===== src/rtl/q4591_pkg.sv =====
`default_nettype none
// ============================================================================
// Module   : q4591_pkg
// Purpose  : Shared constants and sizing helpers for the mod-4591 MAC path.
// Revision : 1.0 - initial release
// ============================================================================
package q4591_pkg;

  localparam int NTRU_Q  = 4591;
  localparam int Q_HALF  = 2295;
  localparam int SUM_W   = 33;
  localparam int LEN_MAX = 815;

  // Width of a 0..n-1 counter, never narrower than one bit.
  function automatic int cnt_width(input int n);
    return (n < 2) ? 1 : $clog2(n);
  endfunction

endpackage : q4591_pkg
`default_nettype wire


===== src/rtl/q4591_mul_stage.sv =====
`default_nettype none
// ============================================================================
// Module   : q4591_mul_stage
// Purpose  : Registered signed IN_W x IN_W multiplier carrying valid/last tags.
// Revision : 1.0 - initial release
// ============================================================================
module q4591_mul_stage #(
  parameter int IN_W = 14
) (
  input  logic                     clk,
  input  logic                     rst_n,
  input  logic                     en_i,
  input  logic                     valid_i,
  input  logic                     last_i,
  input  logic signed [IN_W-1:0]   a_i,
  input  logic signed [IN_W-1:0]   b_i,
  output logic                     valid_o,
  output logic                     last_o,
  output logic signed [2*IN_W-1:0] p_o
);

  logic                     valid_q;
  logic                     last_q;
  logic signed [2*IN_W-1:0] p_q;
  logic signed [2*IN_W-1:0] w_a_ext;
  logic signed [2*IN_W-1:0] w_b_ext;
  logic signed [2*IN_W-1:0] w_prod;

  // Equal-width operands keep the full signed product without width promotion surprises.
  assign w_a_ext = {{IN_W{a_i[IN_W-1]}}, a_i};
  assign w_b_ext = {{IN_W{b_i[IN_W-1]}}, b_i};
  assign w_prod  = w_a_ext * w_b_ext;

  always_ff @(posedge clk or negedge rst_n) begin
    if (!rst_n) begin
      valid_q <= 1'b0;
      last_q  <= 1'b0;
      p_q     <= '0;
    end else if (en_i) begin
      valid_q <= valid_i;
      last_q  <= valid_i & last_i;
      p_q     <= w_prod;
    end
  end

  assign valid_o = valid_q;
  assign last_o  = last_q;
  assign p_o     = p_q;

endmodule : q4591_mul_stage
`default_nettype wire


===== src/rtl/q4591_mac_acc33.sv =====
`default_nettype none
// ============================================================================
// Module   : q4591_mac_acc33
// Purpose  : Streaming signed MAC, one 33-bit sum per LEN products, valid/ready.
//            Optional input range check enabled by Q4591_MAC_RANGE_CHK_EN.
// Revision : 1.0 - initial release
// ============================================================================
module q4591_mac_acc33
  import q4591_pkg::*;
#(
  parameter int LEN  = 761,
  parameter int IN_W = 14
) (
  input  logic                    clk,
  input  logic                    rst_n,
  input  logic                    in_valid,
  output logic                    in_ready,
  input  logic signed [IN_W-1:0]  a_in,
  input  logic signed [IN_W-1:0]  b_in,
  output logic                    out_valid,
  input  logic                    out_ready,
  output logic signed [SUM_W-1:0] out_sum,
  output logic                    range_err
);

  localparam int              CNT_W    = cnt_width(LEN);
  localparam logic [CNT_W-1:0] LAST_CNT = CNT_W'(LEN - 1);

  logic                    ready_q;
  logic [CNT_W-1:0]        cnt_q, cnt_d;
  logic signed [SUM_W-1:0] acc_q, acc_d;
  logic                    first_q, first_d;
  logic signed [SUM_W-1:0] out_sum_q, out_sum_d;
  logic                    out_valid_q, out_valid_d;

  logic                     w_stall;
  logic                     w_accept;
  logic                     w_last_term;
  logic                     w_s1_valid;
  logic                     w_s1_last;
  logic signed [2*IN_W-1:0] w_s1_p;
  logic signed [SUM_W-1:0]  w_p_ext;
  logic signed [SUM_W-1:0]  w_sum;
  logic                     w_adv;

  // Only a finished sum with nowhere to go blocks the pipe.
  assign w_stall     = out_valid_q & ~out_ready & w_s1_valid & w_s1_last;
  assign in_ready    = ready_q & ~w_stall;
  assign w_accept    = in_valid & in_ready;
  assign w_last_term = (cnt_q == LAST_CNT);

  always_ff @(posedge clk or negedge rst_n) begin
    if (!rst_n) ready_q <= 1'b0;
    else        ready_q <= 1'b1;
  end

  always_comb begin
    cnt_d = cnt_q;
    if (w_accept) cnt_d = w_last_term ? '0 : cnt_q + CNT_W'(1);
  end

  always_ff @(posedge clk or negedge rst_n) begin
    if (!rst_n) cnt_q <= '0;
    else        cnt_q <= cnt_d;
  end

  q4591_mul_stage #(
    .IN_W (IN_W)
  ) u_mul (
    .clk     (clk),
    .rst_n   (rst_n),
    .en_i    (~w_stall),
    .valid_i (w_accept),
    .last_i  (w_last_term),
    .a_i     (a_in),
    .b_i     (b_in),
    .valid_o (w_s1_valid),
    .last_o  (w_s1_last),
    .p_o     (w_s1_p)
  );

  assign w_p_ext = SUM_W'(w_s1_p);
  assign w_adv   = w_s1_valid & ~w_stall;
  // first_q marks that the next product opens a vector, so no clear cycle is needed.
  assign w_sum   = (first_q ? '0 : acc_q) + w_p_ext;

  always_comb begin
    acc_d       = acc_q;
    first_d     = first_q;
    out_sum_d   = out_sum_q;
    out_valid_d = out_valid_q & ~out_ready;
    if (w_adv) begin
      acc_d   = w_sum;
      first_d = w_s1_last;
      if (w_s1_last) begin
        out_sum_d   = w_sum;
        out_valid_d = 1'b1;
      end
    end
  end

  always_ff @(posedge clk or negedge rst_n) begin
    if (!rst_n) begin
      acc_q       <= '0;
      first_q     <= 1'b1;
      out_sum_q   <= '0;
      out_valid_q <= 1'b0;
    end else begin
      acc_q       <= acc_d;
      first_q     <= first_d;
      out_sum_q   <= out_sum_d;
      out_valid_q <= out_valid_d;
    end
  end

  assign out_sum   = out_sum_q;
  assign out_valid = out_valid_q;

`ifdef Q4591_MAC_RANGE_CHK_EN
  logic range_err_q, range_err_d;
  logic w_oor;
  int   w_a_int;
  int   w_b_int;

  assign w_a_int = int'(a_in);
  assign w_b_int = int'(b_in);
  assign w_oor   = (w_a_int > Q_HALF) | (w_a_int < -Q_HALF) |
                   (w_b_int > Q_HALF) | (w_b_int < -Q_HALF);

  always_comb begin
    range_err_d = range_err_q | (w_accept & w_oor);
  end

  always_ff @(posedge clk or negedge rst_n) begin
    if (!rst_n) range_err_q <= 1'b0;
    else        range_err_q <= range_err_d;
  end

  assign range_err = range_err_q;
`else
  assign range_err = 1'b0;
`endif

endmodule : q4591_mac_acc33
`default_nettype wire


===== config.mk =====
export PLATFORM = sky130hd
export DESIGN_NAME = q4591_mac_acc33
export DESIGN_NICKNAME = d
export VERILOG_FILES = /design/src/rtl/q4591_pkg.sv /design/src/rtl/q4591_mul_stage.sv /design/src/rtl/q4591_mac_acc33.sv
export SDC_FILE = /design/constraint.sdc
export NUM_CORES = 1
export LEC_CHECK = 0
export BUFFER_PORTS_ARGS = -buffer_cell sky130_fd_sc_hd__clkbuf_2
export CORE_ASPECT_RATIO = 0.9
export CORE_MARGIN = 1.5
export CORE_UTILIZATION = 55
export CTS_CLUSTER_SIZE = 10
export DETAILED_ROUTE_END_ITERATION = 10
export PLACE_DENSITY = 0.79
export SYNTH_ARGS = -nofsm -noshare
export SYNTH_HDL_FRONTEND = slang
export SYNTH_SLANG_ARGS = --single-unit

===== constraint.sdc =====
create_clock -name clk -period 4 [get_ports clk]
set_input_delay 0 -clock clk [delete_from_list [all_inputs] [get_ports clk]]
set_output_delay 0 -clock clk [all_outputs]
set_load 0.05 [all_outputs]

# Yosys cells after proc, flatten, opt, wreduce, memory -nomap -nowiden
# Index checks and enable logic that the tools add are counted.
[op_classes]
n_addsub = 2
mul = 1
eq_ne = 1
n_mux = 4
bitwise_logic = 9
reduce_logical = 1
[op_table]
columns = ["cell", "count"]
rows = [
  ["33-bit adder", 1],
  ["33-bit two-way mux", 1],
  ["14-bit by 14-bit multiplier with 28-bit output", 1],
  ["10-bit by 1-bit adder with 10-bit output (second input constant)", 1],
  ["10-bit == test (second input constant)", 1],
  ["10-bit two-way mux", 1],
  ["1-bit bitwise AND", 7],
  ["1-bit two-way mux", 2],
  ["1-bit NOT", 2],
  ["2-bit AND reduction", 1],
]
[totals]
register_bits = 109
inputBits = 32
output_inout_bits = 36
elab_cells = 27

# Logic depth before layout (Yosys ltp)
[depth]
ltp_word = 8
ltp_mapped = 25
mapped_depth_nobuf = 24

# Modules after synthesis
# From an unflattened synthesis, not the netlist that was laid out.
[hier_totals]
hier_cells = 1517
hier_area_um2 = 14034.7
[by_module_without_submodules]
columns = ["mod", "instances", "cells_per_inst", "area_per_inst_um2", "seq_area_each_um2"]
rows = [
  ["q4591_mul_stage", 1, 916, 8743.4, 750.7],
  ["q4591_mac_acc33", 1, 601, 5291.3, 1978.1],
]

# Least setup slack after synthesis
# Ideal clock, no wire load.
[synth_timing]
path_type = "input-to-reg"
from = "input a_in[13]"
to = "register u_mul.p_q[26] (netlist: u_mul.p_o[26])"
arrival_time_ps = 5437
slack_ps = -1568
path_stages = 22
path_buffers = 1
path_cell_list = "clkbuf_1 > nand2_1 > inv_1 > fa_1 > inv_1 > fa_1 > inv_1 > fa_1 > fa_1 > fa_1 > inv_1 > fa_1 > inv_1 > ha_1 > nor3_1 > nor2_1 > a211oi_1 > a211oi_1 > a211o_1 > a21oi_1 > xor2_1 > o21ai_1"
[synth_via]
elab_chain_len = 1
[synth_rtl]
columns = ["item", "line_no", "rtl"]
rows = [
  ["start: declaration", "q4591_mac_acc33.sv:18", "input logic signed [IN_W-1:0] a_in,"],
  ["14-bit by 14-bit multiplier with 28-bit output", "q4591_mul_stage.sv:32", "assign w_prod = w_a_ext * w_b_ext;"],
  ["end signal: assignment", "q4591_mul_stage.sv:42", "p_q <= w_prod;"],
  ["end: declaration", "q4591_mul_stage.sv:24", "logic signed [2*IN_W-1:0] p_q;"],
]
# Every way passes these cells.
# A chain may end at the register's enable or synchronous reset.

# Final worst setup path
[layout_timing]
from = "input b_in[3]"
to = "register u_mul.p_q[26] (netlist: u_mul.p_o[26])"
[layout_via]
elab_chain_len = 1
[layout_rtl]
columns = ["item", "line_no", "rtl"]
rows = [
  ["start: declaration", "q4591_mac_acc33.sv:19", "input logic signed [IN_W-1:0] b_in,"],
  ["14-bit by 14-bit multiplier with 28-bit output", "q4591_mul_stage.sv:32", ""],
]
# Every way passes these cells.

==> results <==
- The flow ran to the end, but the final reports show violations.
- The final reports fail on negative setup slack.
- The maximum number of pins on one net before global-route repair is 76.
- The worst path arrival time is 5.34 ns.
- Compared with the post-synthesis result, the final layout area differs by 18.62%.
- The leading register cell type out of synthesis is dfrtp_1.
- The initial cell density of the core is 56.00%.
- Of the available clock period, the critical path in the final layout requires 128.9%.
- Once detailed placement completed, the half-perimeter wirelength came to 24740 um.
- Sequential cells were found to cover 20.09% of the synthesized design area.
- The required time of the critical path is 4.19 ns.
- Counting along the longest clock path gives a buffer depth of 2.
- The worst min-delay path category is in -> reg.
- The synthesized netlist net count is 1807.
- The total length of routed wires is 31050 um.
- The core region is 0.02426 sq mm.
- The finished cells cover 0.01611 sq mm.
- The final weighted congestion of routability-driven global placement is 0.9214.
- The top cell type by total area after synthesis is fa_1.
- The number of port buffers is 66.
- The clock insertion delay at the later pin of the skew report is 0.35 ns.
- The maximum fanout along the worst path is 4.
- The worst-margin pin slew is 1.252 ns.
- The cell area after placement is 0.01519 sq mm.
- The cell count after synthesis is 1478.
- The number of antenna violations at the first check in global routing is 0.
- In the final layout, the share of cells above drive strength 1 is 21.04%.
- The master cell of the clock root buffer is clkbuf_16.
- The wire length of the first global-routing pass is 52160 um.
- The number of slew-limit violations in the final report was 0.
- The final layout net count is 1978.
- The number of optimization iterations in the first detailed-route pass is 4.
- The via count of the first global-routing pass came to 11060.
- Dividing the detail-routed wire length by the instance count gives 15.82 um.
- TritonCTS built the clock tree.
- The synthesized netlist occupies a cell area of 0.01358 sq mm.
- The share of Yosys cell area claimed by the top area cell type is 28.89%.
- The number of remaining DRC errors is 0.
- The type of the setup path with the least slack is in -> reg.
- The repair_antennas step left the layout with diodes totalling 0.
- The remaining antenna violation count is 0.
- The overall via count from detail_route is 10460.
- The count of state elements after synthesis is 109.
- After synthesis, the share of flip-flops with an asynchronous set or reset is 100.0%.
- After global routing the overflow that remains totals 0.
- The average cell area after synthesis is 9.190 sq um.
- The number of H-tree levels is 3.
- The commonest cells after synthesis are inv_1, nand2_1, fa_1, and2_1, dfrtp_1.
- In this run, synthesis inferred 0 flip-flops with an integrated enable.
- The distinct cell type count of the synthesized netlist is 66.
- After clock tree synthesis, the clock-pin slew on the worst setup and hold paths is 0.07 ns.
- The CTS buffer count is 9.
- The smallest clock period supported by the final layout is computed as 5.156 ns.
- By area the synthesized netlist is led by fa_1, dfrtp_1, ha_1, inv_1, nand2_1.
- The total routing usage reported by global routing is 24.73%.
- The floorplan has 54 rows.
- The final-report setup violation count is 20.
- In the post-route analysis, the smallest setup slack over all paths is -1.156 ns.
- The tool flagged a number of max-cap violations equal to 0.
- The number of I/O pins is 68.
- After detailed routing, the number of vias per cell comes to 5.332.
- The most frequent cell after synthesis is inv_1.
- In this run the tightest slew margin relative to its limit is 16.47%.
- Measured along the y axis, the die boundary spans 152.1 um.
- Setup repair after global routing could not meet its margin everywhere.
- The number of endpoints with negative hold slack in the final report came to 0.
- The endpoint type of the worst setup path is a flop.
- The die outline area is 0.02565 sq mm.
- The Yosys step of the flow raised 0 warnings.
- The violation count after the first detailed-routing iteration is 559.
- Between clock sinks in the finished design, the worst skew comes to 0.008295 ns.
- The floorplan step set the die width to 168.7 um.
- The kind of launch point of the worst setup path is a primary input.
- Derived from the worst setup path, the maximum achievable clock frequency is 0.1939 GHz.
- Counting every sink on the clock net gives 109.
-- stage by stage --
step                      instances  hold WS [ns]  utilization, %  setup slack (ns)  setup TNS [ns]
after floorplan                1478       -0.2956               -            -1.214          -15.40
after global placement         1931        0.1873           62.63            -1.477          -21.70
after detailed placement       1931        0.1942           62.63            -1.627          -23.70
after CTS                      1955        0.1602           65.49            -1.149          -14.52
after global routing           1962        0.1813           66.42            -1.327          -18.50
final                          1962        0.1701           66.42            -1.156          -14.85
-- per-layer routing --
layer | vias up | GRT usage [%] | share of wire, %
met5 | - | 0 | 0
met4 | 0 | 4.974 | 1.3
met3 | 42 | 2.084 | 3.8
met2 | 257 | 43.17 | 50
met1 | 5205 | 33.96 | 45
li1 | 4958 | - | -
-- placed cells by master (no fill, tap or decap), types with 13 or more instances in the layout --
| master | instances |
|---|---|
| xor2_1 | 26 |
| fa_1 | 188 |
| dfrtp_1 | 108 |
| clkbuf_2 | 50 |
| nand2_1 | 206 |
| a21oi_1 | 48 |
| o21ai_0 | 44 |
| ha_1 | 82 |
| nand2b_1 | 18 |
| buf_4 | 136 |
| inv_1 | 241 |
| nor2b_1 | 34 |
| mux2_2 | 26 |
| o21a_1 | 13 |
| and2_1 | 102 |
| xnor2_1 | 35 |
| a21o_1 | 16 |
| nor2_1 | 44 |
| ha_4 | 18 |
-- timing repair --
action	CTS	global route
hold endpoints to repair	75	0
setup buffers	5	9
pin swaps	36	47
hold buffers	3	0
gates resized for setup	46	57
setup endpoints to repair	20	21
-- cell families after synthesis --
family          share of synthesized area [%]
other cells                           0.05529
fa+ha+maj                               38.19
flops                                   20.09
buf+inv                                 8.714
simple gates                            16.83
compound gates                          9.497
xor+xnor                                4.247
mux                                     2.377
-- state kept, by name (all words and copies together) (netlist names) --
name,cells
acc_q,33
out_sum,33
u_mul.p_o,28
cnt_q,10
first_q,1
out_valid,1
ready_q,1
u_mul.last_o,1
u_mul.valid_o,1
-- critical path, stage by stage --
cell and delay (ns):
buf_8 0.10, and2_4 0.15, fa_1 0.53, inv_1 0.05
fa_1 0.49, inv_2 0.04, fa_1 0.48, inv_1 0.05
fa_1 0.48, inv_1 0.05, fa_1 0.49, inv_2 0.04
fa_1 0.50, inv_2 0.05, ha_4 0.17, or3_1 0.31
o2111a_2 0.29, o31ai_4 0.28, a211oi_2 0.13, a211o_1 0.28
a21oi_2 0.15, xor2_1 0.16, o21ai_1 0.07
-- worst paths after layout --
kind | start | end | slack [ns] | cells after the start
worst max-delay path | b_in[3] | u_mul.p_o[26]$_DFFE_PN0N_ | -1.16 | 23
worst min-delay path | b_in[0] | u_mul.p_o[0]$_DFFE_PN0N_ | 0.17 | 4
min in group asynchronous | rst_n | cnt_q[7]$_DFFE_PN0P_ | 0.32 | 2
max in group asynchronous | rst_n | u_mul.p_o[21]$_DFFE_PN0N_ | 2.70 | 3
worst min register to register | acc_q[9]$_DFFE_PN0P_ | acc_q[9]$_DFFE_PN0P_ | 0.47 | 2
worst max register to register | first_q$_DFFE_PN1P_ | out_sum[31]$_DFFE_PN0P_ | 0.36 | 12
-- final cells by class --
class,count,area [sq um]
inverter,254,955.9
fill,1825,8144
sequential,109,2729
clock buffer,9,225.2
timing repair buffer,213,1553
multi-input combinational,1062,10140
tap,308,385.4
clock inverter,7,121.4
Power is left out: the tool's default activity adds up to more than one toggle a clock period on the data nets, which glitch-free logic cannot reach.
